**config.mk**
```make
export PLATFORM = sky130hd
export DESIGN_NAME = dp_seq_ctrl
export DESIGN_NICKNAME = d
export VERILOG_FILES = /design/src/rtl/dp_seq_pkg.sv /design/src/rtl/dp_seq_alu.sv /design/src/rtl/dp_seq_ctrl.sv
export SDC_FILE = /design/constraint.sdc
export NUM_CORES = 2
export LEC_CHECK = 0
export BUFFER_PORTS_ARGS = -buffer_cell sky130_fd_sc_hd__buf_2
export CORE_MARGIN = 2
export CORE_UTILIZATION = 35
export CTS_CLUSTER_DIAMETER = 60
export CTS_CLUSTER_SIZE = 20
export DETAILED_ROUTE_END_ITERATION = 8
export PLACE_DENSITY = 0.66
export SLEW_MARGIN = 20
export SYNTH_ARGS = -nofsm -noshare
export SYNTH_HDL_FRONTEND = slang
export SYNTH_SLANG_ARGS = --single-unit
```
**constraint.sdc**
```tcl
create_clock -name clk -period 14.6 [get_ports clk]
set_input_delay 0.73 -clock clk [delete_from_list [all_inputs] [get_ports clk]]
set_output_delay 0.73 -clock clk [all_outputs]
set_load 0.01 [all_outputs]
```
**src/rtl/dp_seq_pkg.sv**
```systemverilog
// dp_seq_pkg: shared state/opcode types and default widths for the sequenced datapath.
package dp_seq_pkg;
  localparam int DEF_WIDTH = 64;
  localparam int DEF_OWIDTH = 32;
  typedef enum logic [2:0] {IDLE, ADD_D, ADD_E, SUB_F, CMP, SEL, SHIFT} state_t;
  typedef enum logic [1:0] {OP_ADD, OP_SUB, OP_CMP} op_t;
endpackage

```
**src/rtl/dp_seq_alu.sv**
```systemverilog
// dp_seq_alu: shared combinational add/sub/compare unit time-multiplexed by the controller.
module dp_seq_alu
  import dp_seq_pkg::*;
#(
  parameter int WIDTH = DEF_WIDTH
) (
  input  op_t              op,
  input  logic [WIDTH-1:0] opa,
  input  logic [WIDTH-1:0] opb,
  output logic [WIDTH-1:0] res,
  output logic             lt,
  output logic             eq
);
  always_comb begin
    res = op == OP_SUB ? opa - opb : op == OP_ADD ? opa + opb : '0;
    lt = opa < opb;
    eq = opa == opb;
  end
endmodule

```
**src/rtl/dp_seq_ctrl.sv**
```systemverilog
// dp_seq_ctrl: six-step sequencer computing x/z from a/b/c through one shared ALU.
module dp_seq_ctrl
  import dp_seq_pkg::*;
#(
  parameter int WIDTH = DEF_WIDTH,
  parameter int OWIDTH = DEF_OWIDTH
) (
  input  logic              clk,
  input  logic              rst,
  input  logic              start,
  input  logic [WIDTH-1:0]  a,
  input  logic [WIDTH-1:0]  b,
  input  logic [WIDTH-1:0]  c,
  output logic              busy,
  output logic              done,
  output logic [OWIDTH-1:0] x,
  output logic [OWIDTH-1:0] z
);
  state_t state, next;
  op_t op;
  logic [WIDTH-1:0] ra, rb, rc, d, e, f, g, h, opa, opb, res, sel_g;
  logic lt, eq, alu_lt, alu_eq;

  dp_seq_alu #(.WIDTH(WIDTH)) u_alu (
    .op(op), .opa(opa), .opb(opb), .res(res), .lt(alu_lt), .eq(alu_eq)
  );

  always_ff @(posedge clk or posedge rst)
    if (rst) state <= IDLE;
    else state <= next;

  always_comb begin
    next = IDLE;
    case (state)
      IDLE:    next = start ? ADD_D : IDLE;
      ADD_D:   next = ADD_E;
      ADD_E:   next = SUB_F;
      SUB_F:   next = CMP;
      CMP:     next = SEL;
      SEL:     next = SHIFT;
      default: next = IDLE;
    endcase
  end

  always_comb begin
    busy = state != IDLE;
    op = state == SUB_F ? OP_SUB : state == CMP ? OP_CMP : OP_ADD;
    opa = state == CMP ? d : ra;
    opb = state == ADD_E ? rc : state == CMP ? e : rb;
  end

  assign sel_g = lt ? d : e;

  always_ff @(posedge clk or posedge rst)
    if (rst) begin
      {ra, rb, rc, d, e, f, g, h} <= '0;
      {lt, eq, done} <= '0;
      x <= '0;
      z <= '0;
    end else begin
      case (state)
        IDLE: if (start) begin
          ra <= a;
          rb <= b;
          rc <= c;
        end
        ADD_D: d <= res;
        ADD_E: e <= res;
        SUB_F: f <= res;
        CMP: begin
          lt <= alu_lt;
          eq <= alu_eq;
        end
        SEL: begin
          g <= sel_g;
          h <= eq ? sel_g : f;
        end
        SHIFT: begin
          x <= OWIDTH'(h << lt);
          z <= OWIDTH'(g >> eq);
        end
        default: ;
      endcase
      done <= state == SHIFT;
    end
endmodule
```
Word-level counts from Yosys, hierarchy flattened
Cells that the tools add are included.
- bits in registers: 582
- input bits: 195
- output and inout bits: 66
- logic and storage cells: 42
- add/subtract/negate cells: 2
- magnitude comparators: 1
- eq/ne operators: 8
- shift operators: 2
- muxes and demuxes: 11
- reductions and logical operators: 4
- operators by type and width (cell ; number):
    64-bit two-way mux ; 7
    64-bit adder ; 1
    64-bit equality test ; 1
    64-bit less-than comparator ; 1
    64-bit by 1-bit << shifter with 32-bit output ; 1
    64-bit by 1-bit right shift with 32-bit output ; 1
    64-bit subtractor ; 1
    3-bit case mux with 6 select lines ; 1
    3-bit equality test, second input constant ; 3
    3-bit by 2-bit equality test with 1-bit output, second input constant ; 2
    2-bit two-way mux ; 2
    3-bit by 1-bit equality test with 1-bit output, second input constant ; 1
    3-bit zero test ; 1
    3-bit nonzero test ; 1
    2-bit by 1-bit equality test with 1-bit output, second input constant ; 1
    2-bit zero test ; 1
    2-bit AND reduction ; 1
    1-bit two-way mux ; 1

Logic depth before layout (Yosys ltp)
- word-level depth: 6
- mapped depth: 20
- depth with buffers taken out: 17

Modules after synthesis
From an unflattened synthesis, not the netlist that was laid out.
- cells, all modules: 3237
- area total of the unflattened synthesis: 29637.2 µm²
- modules (own cells, without submodules) (module ; times used ; cells an instance ; area an instance (µm²)):
    dp_seq_ctrl ; 1 ; 1899 ; 21266.6
    dp_seq_alu ; 1 ; 1338 ; 8370.5

Worst setup path after synthesis
Ideal clock, no wire load.
- kind: register -> register
- start: register state[2]
- end: register e[36]
- arrival time: 4658 ps
- setup slack: 9809 ps
- stages on the path, launching flop included: 20
- path buffers: 3
- period minus slack after synthesis: 4791 ps
- cells stage by stage: dfrtp_1 -> clkbuf_1 -> nor3b_1 -> clkbuf_1 -> clkbuf_1 -> nand2_1 -> a31oi_1 -> ha_1 -> inv_1 -> fa_1 -> nor2b_1 -> o21a_1 -> o211ai_2 -> nand3b_2 -> a2111oi_4 -> o221ai_2 -> a2111o_1 -> a221oi_1 -> o21bai_1 -> o21ai_0
- longest elaborated chain between the ends: 6
- elaborated cells on any way between the ends: 14
- classes of those cells: add/sub (2); eq/ne (4); mux (7); reduce/logical (1)
- RTL lines (item ; line ; RTL):
    from (decl) ; dp_seq_ctrl.sv:19 ; state_t state, next;
    from (signal assigned) ; dp_seq_ctrl.sv:30 ; else state <= next;
    3-bit equality test ; dp_seq_ctrl.sv:47, dp_seq_ctrl.sv:48, dp_seq_ctrl.sv:49 ;
    64-bit two-way mux / 2-bit two-way mux (equally long branches) (2 in series) ; dp_seq_ctrl.sv:49, dp_seq_ctrl.sv:47 ;
    64-bit adder / 2-bit zero test (equally long branches) ; dp_seq_alu.sv:15 ; res = op == OP_SUB ? opa - opb : op == OP_ADD ? opa + opb : '0;
    64-bit two-way mux (2 in series) ; dp_seq_alu.sv:15 ;
    to (signal assigned) ; dp_seq_ctrl.sv:68 ; ADD_E: e <= res;
    to (decl) ; dp_seq_ctrl.sv:21 ; logic [WIDTH-1:0] ra, rb, rc, d, e, f, g, h, opa, opb, res, sel_g;
Several ways; a longest one is shown, not always the timed one.
A chain may end at the register's enable or synchronous reset.

Worst setup path after layout
- start: register state[2]
- end: register d[52]
- longest elaborated chain between the ends: 6
- elaborated cells on any way between the ends: 15
- classes of those cells: add/sub (2); eq/ne (5); mux (7); reduce/logical (1)
- RTL lines (item ; line ; RTL):
    3-bit equality test ; dp_seq_ctrl.sv:47, dp_seq_ctrl.sv:48, dp_seq_ctrl.sv:49 ;
    64-bit two-way mux / 2-bit two-way mux (equally long branches) (2 in series) ; dp_seq_ctrl.sv:49, dp_seq_ctrl.sv:47 ;
    64-bit adder / 2-bit zero test (equally long branches) ; dp_seq_alu.sv:15 ;
    64-bit two-way mux (2 in series) ; dp_seq_alu.sv:15 ;
    to (signal assigned) ; dp_seq_ctrl.sv:67 ; ADD_D: d <= res;
    to (decl) ; dp_seq_ctrl.sv:21 ;
Several ways; a longest one is shown, not always the timed one.

==> summary.md <==
| Metric | Value |
|---|---|
| Setup violations, final | 0 |
| Rows | 103 |
| Final min period | 6088 ps |
| Num CTS Buffers | 41 |
| Hold-fix buffers at CTS | 0 |
| Status | completed |
| First-pass GRT wire length | 130.7 mm |
| Wirelength per Cell | 19.24 um |
| Asr flop ratio synth | 100.0% |
| Synthesized area | 28110 sq um |
| Commonest cells after routing, fill and taps aside | nand2_1 (718), dfrtp_1 (485), o21ai_0 (361), buf_2 (260), mux2_2 (200) |
| Hold Slack | 288.3 ps |
| Slew HR | 28.06% |
| Top cells by area, synth | dfrtp_1 (43%), nand2_1 (9.6%), mux2_2 (8.0%) |
| Initial DRC Count | 1764 |
| DIE HEIGHT | 287.4 um |
| Final Skew | 37.49 ps |
| Synth unique cells | 81 |
| Die Area | 82600 sq um |
| CTS tree | done |
| Placer Congestion | 0.9123 |
| Sequential area share after synthesis | 43.35% |
| Mean Syn Cell Area | 8.964 sq um |
| Synth top area share | 43.35% |
| Crit path max fanout | 82 |
| Fmax | 164.3 MHz |
| Core area | 79260 sq um |
| Worst skew pair latency | 590 ps |
| Mapped Nets | 3460 |
| CP startpoint kind | flip-flop |
| Tcrit/Tclk final | 41.70% |
| Predominant post-synthesis flop cell | dfrtp_1 |
| Final Hold Fails | 0 |
| Slew Viols, Final | 0 |
| Vias after detailed routing | 22.76k |
| Area occupied by multi-input gates | 14700 sq um |
| RSZ-0062 raised after global routing | no |
| Worst Hold Class | in2async |
| Area Overhead vs Synth | 12.78% |
| Yosys top cell by area | dfrtp_1 |
| GRT overflow | 0 |
| DP HPWL | 61.90 mm |
| Worst-path clk slew | 80 ps |
| Yosys reg bits | 487 |
| Post-route cell area | 31700 sq um |
| Share of layout cells above drive strength 1 | 18.28% |
| Initial Util | 35.47% |
| FF/Latch Area | 12190 sq um |
| Synth Instances | 3136 |
| Slew @ Worst Pin | 1079 ps |
| Setup slack after placement | 8520 ps |
| Setup ws final | 8512 ps |
| Vias in the first global route | 22.22k |
| Max_cap viols | 0 |
| Root Buffer | clkbuf_16 |
| CTS resizes | 0 |
| Commonest non-fill, non-tap cell in the layout | nand2_1 |
| Ys Warns | 0 |
| TNS Setup | 0 ps |
| Fill cells | 7969 |
| First drt pass iteration count | 6 |
| Chip width | 287.4 um |
| IO Count | 261 |
| # port buffers | 260 |
| CP required | 15040 ps |
| CP Class | reg2reg |
| Post-Route WL | 83.50 mm |
| Final ANT Viol Nets | 0 |
| Vias per cell | 5.246 |
| Critical Path AT | 6520 ps |
| Final nets | 3580 |
| CP Capture Type | flip-flop |
| Largest net degree at the start of global routing | 169 |
| Total setup buffers inserted after CTS | 0 |
| Clk buf depth | 3 |
| CTS sink cnt | 487 |
| DR DRC count | 0 |
| Cell Area, Placed | 30180 sq um |
| CTS H-tree depth | 2 |
| Post-synth EDFFs | 0 |
| Initial antenna violation count | 0 |
| All-layer global routing usage | 20.06% |
synth_stat cells, types with 14 or more instances:
| master | number |
|---|---|
| a21o_1 | 87 |
| a21oi_1 | 185 |
| a31oi_1 | 19 |
| buf_1 | 19 |
| clkbuf_1 | 177 |
| dfrtp_1 | 487 |
| ha_1 | 127 |
| inv_1 | 118 |
| mux2_2 | 200 |
| mux2i_1 | 98 |
| nand2_1 | 720 |
| nand3_1 | 22 |
| nand4_1 | 21 |
| nor2_1 | 94 |
| nor2b_1 | 14 |
| nor3_1 | 34 |
| o211ai_1 | 18 |
| o21ai_0 | 361 |
| o21bai_1 | 19 |
| o31ai_1 | 21 |
| xnor2_1 | 45 |
layer usage:
metal	up-vias	wire length (um)	track usage, %
met1	10945	40520	29.51
met4	0	1851	4.714
met2	599	36810	31.08
met5	-	0	0
met3	94	4319	2.730
li1	11123	-	-
layout make-up:
| type | count | share of cell area (%) |
|---|---|---|
| diodes | 1 | 0.007893 |
| multi-input cells | 2319 | 46.38 |
| clock buffers | 50 | 3.572 |
| clock inverters | 25 | 1.231 |
| inverters | 122 | 1.468 |
| well taps | 1050 | 4.144 |
| flip-flops and latches | 487 | 38.46 |
| repair buffers | 285 | 4.736 |
cells by family after synthesis:
| logic type | after synthesis | synth area share (%) |
|---|---|---|
| simple gates | 987 | 14.63 |
| compound gates | 849 | 18.48 |
| flops | 487 | 43.35 |
| buf+inv | 330 | 4.495 |
| mux | 298 | 11.50 |
| fa+ha+maj | 129 | 5.795 |
| xor+xnor | 56 | 1.745 |
final timing paths:
check,cells past startpoint,startpoint,slack [ps],to
worst max-delay path,16,state[2],8510,d[52]
max in group asynchronous,4,rst,11830,lt
worst min register to register,2,f[15],470,f[15]
min in group clk,2,b[30],360,rb[30]
worst min-delay path,2,rst,290,z[29]
worst max register to register,16,state[2],8510,d[52]
sequential cells by signal, indices dropped and copies added (netlist names), 33 cells and up:
| name | flops |
|---|---|
| d | 64 |
| e | 64 |
| ra | 64 |
| rb | 64 |
| rc | 64 |
| g | 33 |
stage by stage:
stage               std cells  utilization (%)
finish                   4339            40.00
global route             4338            40.00
CTS                      4338            40.00
detailed placement       4263            38.08
global placement         4263            38.08
floorplan                3136                -
worst max-delay path, cell delays in order (launching register included):
cell and delay (ps):
dfrtp_1 500, or3b_4 730, buf_4 860, mux2i_1 370
inv_1 80, ha_1 230, fa_1 470, a21oi_1 200
o21ai_0 200, a31oi_1 440, a21oi_1 180, o21ai_0 390
a211oi_1 250, nor3b_1 450, o21ai_0 220, xnor2_1 210
o21ai_0 110
Power is not shown: default switching activity piles up to over one toggle a cycle in this logic, so the estimate is an artifact.
